File: src/rtl/user_grant_pkg.sv
// user_grant_pkg: shared op and lockout state encodings for the grant-access block
package user_grant_pkg;
  typedef enum logic [1:0] {OP_READ, OP_WRITE, OP_SET_OWNER, OP_RSVD} op_e;
  typedef enum logic {ST_OPEN, ST_LOCKED} state_e;
endpackage

File: src/rtl/grant_lockout_ctrl.sv
// grant_lockout_ctrl: counts consecutive denials and holds a timed lockout
module grant_lockout_ctrl
  import user_grant_pkg::*;
#(
  parameter int MAX_FAIL    = 3,
  parameter int LOCK_CYCLES = 8
) (
  input  logic clk,
  input  logic rst_n,
  input  logic req_seen,
  input  logic granted,
  output logic locked
);
  localparam int FW = $clog2(MAX_FAIL + 1);
  localparam int TW = (LOCK_CYCLES > 1) ? $clog2(LOCK_CYCLES) : 1;
  state_e state;
  logic [FW-1:0] fail_cnt;
  logic [TW-1:0] lock_timer;
  always_ff @(posedge clk or negedge rst_n) begin
    if (!rst_n) begin
      state      <= ST_OPEN;
      fail_cnt   <= '0;
      lock_timer <= '0;
    end else if (state == ST_OPEN) begin
      if (req_seen && granted) fail_cnt <= '0;
      else if (req_seen && fail_cnt == FW'(MAX_FAIL - 1)) begin
        state      <= ST_LOCKED;
        lock_timer <= TW'(LOCK_CYCLES - 1);
        fail_cnt   <= '0;
      end else if (req_seen) fail_cnt <= fail_cnt + 1'b1;
    end else if (lock_timer == '0) state <= ST_OPEN;
    else lock_timer <= lock_timer - 1'b1;
  end
  // Current state, used combinationally by the grant decision of this cycle
  assign locked = (state == ST_LOCKED);
endmodule

File: src/rtl/multi_user_grant_access.sv
// multi_user_grant_access: owner/admin-checked access to a small protected store
// with registered one-cycle responses and denial-triggered lockout.
module multi_user_grant_access
  import user_grant_pkg::*;
#(
  parameter int               DATA_W      = 8,
  parameter int               ID_W        = 3,
  parameter int               DEPTH       = 4,
  parameter logic [ID_W-1:0]  ADMIN_ID    = ID_W'(3'b100),
  parameter int               MAX_FAIL    = 3,
  parameter int               LOCK_CYCLES = 8,
  localparam int              AW          = (DEPTH > 1) ? $clog2(DEPTH) : 1
) (
  input  logic              clk,
  input  logic              rst_n,
  input  logic              req_valid,
  input  logic [1:0]        req_op,
  input  logic [AW-1:0]     req_addr,
  input  logic [ID_W-1:0]   usr_id,
  input  logic [DATA_W-1:0] data_in,
  output logic              rsp_valid,
  output logic              rsp_grant,
  output logic [DATA_W-1:0] data_out,
  output logic              locked
);
  op_e op;
  logic [DATA_W-1:0] data_q [DEPTH];
  logic [ID_W-1:0] owner_q [DEPTH];
  logic [AW-1:0] idx;
  logic addr_ok, is_admin, is_owner, grant, lock_state;
  assign op = op_e'(req_op);
  always_comb begin
    addr_ok  = int'(req_addr) < DEPTH;
    idx      = addr_ok ? req_addr : '0;
    is_admin = usr_id == ADMIN_ID;
    is_owner = usr_id == owner_q[idx];
    grant    = req_valid && !lock_state && addr_ok &&
               ((op == OP_READ || op == OP_WRITE) ? (is_owner || is_admin)
                                                   : (op == OP_SET_OWNER && is_admin));
  end
  grant_lockout_ctrl #(.MAX_FAIL(MAX_FAIL), .LOCK_CYCLES(LOCK_CYCLES)) u_lockout (
    .clk      (clk),
    .rst_n    (rst_n),
    .req_seen (req_valid),
    .granted  (grant),
    .locked   (lock_state)
  );
  // Denied and idle cycles drive zero data so nothing leaks out of the store
  always_ff @(posedge clk or negedge rst_n) begin
    if (!rst_n) begin
      for (int i = 0; i < DEPTH; i++) begin
        data_q[i]  <= '0;
        owner_q[i] <= ADMIN_ID;
      end
      rsp_valid <= 1'b0;
      rsp_grant <= 1'b0;
      data_out  <= '0;
      locked    <= 1'b0;
    end else begin
      rsp_valid <= req_valid;
      rsp_grant <= grant;
      locked    <= lock_state;
      data_out  <= (grant && op == OP_READ) ? data_q[idx] :
                   (grant && op == OP_WRITE) ? data_in : '0;
      if (grant && op == OP_WRITE) data_q[idx] <= data_in;
      if (grant && op == OP_SET_OWNER) owner_q[idx] <= data_in[ID_W-1:0];
    end
  end
endmodule
File: config.mk
export PLATFORM = sky130hd
export DESIGN_NAME = multi_user_grant_access
export DESIGN_NICKNAME = d
export VERILOG_FILES = /design/src/rtl/user_grant_pkg.sv /design/src/rtl/grant_lockout_ctrl.sv /design/src/rtl/multi_user_grant_access.sv
export SDC_FILE = /design/constraint.sdc
export NUM_CORES = 1
export LEC_CHECK = 0
export BUFFER_PORTS_ARGS = -buffer_cell sky130_fd_sc_hd__buf_2
export CAP_MARGIN = 20
export CELL_PAD_IN_SITES_DETAIL_PLACEMENT = 0
export CELL_PAD_IN_SITES_GLOBAL_PLACEMENT = 2
export CORE_ASPECT_RATIO = 1.75
export CORE_MARGIN = 3
export CORE_UTILIZATION = 30
export CTS_CLUSTER_DIAMETER = 200
export DETAILED_ROUTE_END_ITERATION = 8
export MAX_ROUTING_LAYER = met4
export PLACE_DENSITY = 0.62
export REMOVE_ABC_BUFFERS = 1
export SETUP_SLACK_MARGIN = 0.1
export SYNTH_ARGS = -nofsm -noshare
export SYNTH_HDL_FRONTEND = slang
export SYNTH_SLANG_ARGS = --single-unit
File: constraint.sdc
create_clock -name clk -period 2.6 [get_ports clk]
set_input_delay 0 -clock clk [delete_from_list [all_inputs] [get_ports clk]]
set_output_delay 0 -clock clk [all_outputs]
set_load 0.02 [all_outputs]
Word level (Yosys, flattened, before mapping)
Index checks and enable logic that the tools add are counted.
{ "word_totals": {"in_bits": 18, "mem_bits_ro": 0, "output_inout_bits": 11, "word_cells": 72, "ramBits": 0, "mem_count": 0, "latchBits": 0, "reg_bits": 61} }
{ "classes": {"magnitude_cmp": 2, "mul": 0, "div_mod_pow": 0, "add_sub_neg": 2, "n_shift": 0, "n_bitwise": 2, "muxes": 26, "n_eq_ne": 7, "n_reduce_logical": 18} }
{ "ops": {"columns": ["operator", "count"], "rows": [
  ["$mux 8", 5],
  ["$bwmux 32", 1],
  ["$mux 3", 7],
  ["$bmux 8 s2", 1],
  ["$demux 8 s2", 1],
  ["$bwmux 12", 1],
  ["$logic_and 1x1->1", 9],
  ["$bmux 3 s2", 1],
  ["$demux 3 s2", 1],
  ["$mux 2", 3],
  ["$mux 1", 5],
  ["$eq 2x2->1 const B", 2],
  ["$eq 3x3->1", 1],
  ["$eq 3x3->1 const B", 1],
  ["$ge 3x3->1 const B", 1],
  ["$logic_not 3->1", 1],
  ["$lt 3x1->1 const B", 1],
  ["$not 2->3", 1],
  ["$reduce_and 3->1", 1],
  ["$reduce_bool 3->1", 1],
  ["$sub 3x1->3 const B", 1],
  ["$add 2x1->2 const B", 1],
  ["$eq 2x1->1 const B", 1],
  ["$logic_not 2->1", 1],
  ["other kinds (7)", 8]
]} }

Logic depth before layout (Yosys ltp)
{ "logic_depth": {"depth_word": 11, "mapped_depth": 8, "depth_no_buf": 7} }

Modules after synthesis
From an unflattened synthesis, not the netlist that was laid out.
{ "hier_totals": {"cells_unflattened": 250, "hier_area_um2": 3200.6} }
{ "modules_own_cells": {"columns": ["module", "area_each_um2", "n_inst", "seq_area_each_um2", "cells_each"], "rows": [
  ["multi_user_grant_access", 2887.8, 1, 1381.3, 223],
  ["grant_lockout_ctrl", 312.8, 1, 150.1, 27]
]} }

Least setup slack after synthesis
No wires, ideal clock.
{ "synth_path": {"path_type": "register to register", "start": "reg u_lockout.state (netlist: u_lockout.locked)", "end": "reg data_q[16] (netlist name)", "stages_incl_launch_ff": 7, "period_less_slack_ps": 2139, "required_ps": 2475, "setup_slack_ps": 461, "setup_ps": 125, "t_arrival_ps": 2014, "n_path_buf": 1, "cell_sequence": "dfrtp_1 or3b_2 buf_2 and4bb_2 nand3b_1 o21ai_2 mux2_2"} }
{ "synth_via": {"elab_chain_cells": 4} }
{ "synth_rtl": {"columns": ["element", "line_no", "text"], "rows": [
  ["start, declared", "grant_lockout_ctrl.sv:16", "state_e state;"],
  ["start signal, assigned", "grant_lockout_ctrl.sv:21", "state <= ST_OPEN;"],
  ["start signal, assigned", "grant_lockout_ctrl.sv:27", "state <= ST_LOCKED;"],
  ["start signal, assigned", "grant_lockout_ctrl.sv:31", "end else if (lock_timer == '0) state <= ST_OPEN;"],
  ["$logic_not 1->1", "multi_user_grant_access.sv:37", "grant = req_valid && !lock_state && addr_ok &&"],
  ["$logic_and 1x1->1 (2 in series)", "multi_user_grant_access.sv:37", null],
  ["$logic_and 1x1->1", "multi_user_grant_access.sv:65", "if (grant && op == OP_WRITE) data_q[idx] <= data_in;"],
  ["end signal, assigned by index", "multi_user_grant_access.sv:65", null],
  ["end, declared", "multi_user_grant_access.sv:27", "logic [DATA_W-1:0] data_q [DEPTH];"]
]} }
Every way passes these cells.
A chain may end at the register's enable or synchronous reset.

Final worst setup path
Same ends and word-level chain as after synthesis.

==> run_results.csv <==
group,metric,value,unit
timing,fmax,0.443,GHz
setup_path,end_kind,"flip-flop",
global_route,antenna_found_initial,0,
placement,dp_hpwl,4.35,mm
setup_path,arrival,2.47,ns
timing,finalSetupViolCount,0,
clock_tree,cts_buffers,9,
setup_path,critPathLaunchType,"flip-flop",
synth,synth_area_leaders,"dfrtp_1, mux2_2, mux4_2",
detailed_routing,drtIter0Drc,85,
timing,slew_viol_final,0,
setup_path,worstPathRequired,2.81,ns
clock_tree,root_buffer,"clkbuf_16",
placement,portBuffers,28,
die,core,9210,um^2
outcome,status,"completed",
power,peakVddDrop,0.000332,V
timing,relSlewSlack,0.573,
power,swShare,0.261,
power,intPower,1.93,mW
synth,netlist_area,2890,um^2
power,p_switching,0.682,mW
clock_tree,cts_tree,"done",
synth,yosys.area.top_type,"dfrtp_1",
synth,yosys.area.top_type_share,0.494,
global_route,grt_start_max_net_pins,28,
detailed_routing,drtAntennaViolNets,0,
die,initial_utilization,0.314,
power,p_per_area,746,nW/um^2
power,total_power,2.62,mW
clock_tree,clk_latency,0.33,ns
timing,rsz0062_at_grt,"no",
timing,min_period_over_period,0.868,
die,die_w,80.2,um
detailed_routing,routed_wl,6.29,mm
finish,diodes,0,
synth,ys_ff_latch,61,
clock_tree,path_clk_slew,0.06,ns
synth,synthFlopType,"dfrtp_1",
die,rows,46,
synth,yosysWarningCount,0,
die,fp.dieH,136,um
timing,min_period,2.26,ns
global_route,gr-total-overflow,0,
global_route,grtUsageTotal,0.135,
synth,synth_cell_types,36,
synth,async_flop_share,1.00,
power,clock_power_share,0.395,
detailed_routing,drtPass1Iterations,4,
power,seq_power_share,0.440,
timing,hold_violations,0,
setup_path,crit_fanout,10,
synth,synthCells,209,
synth,synth_edf_count,0,
timing,worst_pin_slew,0.632,ns
clock_tree,htree_levels,3,
job,max_cap_violations,0,
synth,yosysSeqAreaShare,0.530,
synth,yosysMostFrequentCell,"dfrtp_1",
detailed_routing,post-route-drc-count,0,
global_route,grt_pass1_wl,10.4,mm
detailed_routing,vias_per_cell,4.88,
synth,synth_commonest_cells,"dfrtp_1, mux2_2, mux2i_1",
detailed_routing,vias,1843,
power,p_leak,1.65,nW
hold_path,hold_class,"input pin to flip-flop",
clock_tree,clock_sinks,61,
die,die_area,10900,um^2
synth,avgSynthCellArea,13.8,um^2
clock_tree,clockBufferDepth,2,
finish,syn2layout_area_growth,21.5,%
die,io_pins,29,
timing,clock_skew,0.0106,ns
placement,place_congestion,0.740,
detailed_routing,wl_per_cell,16.7,um
finish,drive_gt1_frac,0.450,
timing,final.setup.tns,0,ns
clock_tree,cts_setup_buffers,0,
global_route,grt_pass1_vias,1970,
finish,nNetsFinal,273,
power,comb_power_share,0.164,
setup_path,crit_type,"flip-flop to flip-flop",
==> cells by family after synthesis <==
| family | after synthesis | synth area share |
|---|---|---|
| compound gates | 16 | 0.0416 |
| xor+xnor | 3 | 0.0117 |
| fa+ha+maj | 2 | 0.00866 |
| buf+inv | 16 | 0.0303 |
| flops | 61 | 0.530 |
| mux | 65 | 0.289 |
| simple gates | 46 | 0.0884 |
==> worst max-delay path, cell delays in order (launching register included) <==
cell,delay (ns)
dfrtp_1,0.40
or3b_2,0.61
and4bb_2,0.37
nand3b_1,0.10
o21ai_2,0.12
buf_4,0.19
mux2_2,0.34
==> registers in the layout (all words and copies together) (netlist names), 2 cells and up <==
signal	count
data_out	8
u_lockout.lock_timer	3
u_lockout.fail_cnt	2
data_q	32
owner_q	12
==> through the flow <==
stage / util / worst slack (ns) / cell area (um^2) / hold WS [ns] / std cells
2_1_floorplan: - / 0.496 / 2820 / -0.296 / 197
3_3_place_gp: 0.345 / 0.300 / 3180 / 0.0569 / 355
3_5_place_dp: 0.345 / 0.299 / 3180 / 0.0601 / 355
4_1_cts: 0.381 / 0.299 / 3510 / 0.0291 / 378
5_1_grt: 0.381 / 0.232 / 3510 / 0.0625 / 378
6_report: 0.381 / 0.342 / 3510 / 0.0432 / 378
==> power groups by stage <==
| stage | clock [mW] | sequential, mW | combinational, mW |
|---|---|---|---|
| global route | 1.10 | 1.17 | 0.486 |
| detailed placement | 0 | 1.17 | 0.429 |
| floorplan | 0 | 1.16 | 0.279 |
| CTS | 1.07 | 1.15 | 0.442 |
| global placement | 0 | 1.16 | 0.420 |
| finish | 1.03 | 1.15 | 0.430 |
==> path summary, 6_finish.rpt <==
check | start | end | slack (ns) | depth (start not counted)
max reg2reg | u_lockout.locked$_DFF_PN0_ | data_q[16]$_DFFE_PN0P_ | 0.34 | 6
max | u_lockout.locked$_DFF_PN0_ | data_q[16]$_DFFE_PN0P_ | 0.34 | 6
min reg2reg | u_lockout.locked$_DFF_PN0_ | locked$_DFF_PN0_ | 0.43 | 0
max in group asynchronous | rst_n | data_q[20]$_DFFE_PN0P_ | 1.61 | 3
min in group asynchronous | rst_n | owner_q[0]$_DFFE_PN0P_ | 0.24 | 2
min | data_in[2] | data_q[10]$_DFFE_PN0P_ | 0.04 | 2
==> area by class of cell <==
cell class / instances / area [um^2]
Clock inverter: 3 / 17.5
Timing Repair Buffer: 45 / 285
Tap cell: 120 / 150
Inverter: 4 / 15.0
Multi-Input combinational cell: 132 / 1270
Fill cell: 936 / 5700
Sequential cell: 61 / 1530
Clock buffer: 13 / 240
==> per-layer routing <==
| metal | vias up | GRT usage | routed length [um] |
|---|---|---|---|
| met5 | - | - | 0 |
| met1 | 949 | 0.147 | 2530 |
| met4 | 0 | 0.0592 | 108 |
| met3 | 10 | 0.0379 | 215 |
| li1 | 857 | - | - |
| met2 | 27 | 0.226 | 3450 |
==> cells in the final DEF (no fill, tap or decap), drive strengths merged, types with 3 or more instances in the layout <==
cell | Yosys | layout
mux4 | 10 | 10
nand2 | 8 | 8
dlygate4sd3 | 0 | 7
nor3 | 10 | 10
buf | 9 | 38
nor3b | 3 | 3
dfstp | 4 | 4
o21ai | 6 | 6
mux2 | 44 | 44
clkbuf | 3 | 13
inv | 4 | 4
nor2 | 6 | 6
xnor2 | 3 | 3
nand3b | 3 | 3
nand3 | 5 | 5
nand2b | 3 | 3
dfrtp | 57 | 57
mux2i | 11 | 11
==> what timing repair did <==
action / 4_1_cts / 5_1_grt
gates resized for setup: 0 / 0
hold buffers: 7 / 0
endpoints found under the hold margin: 42 / 0
Power figures use the tool's default switching activity.
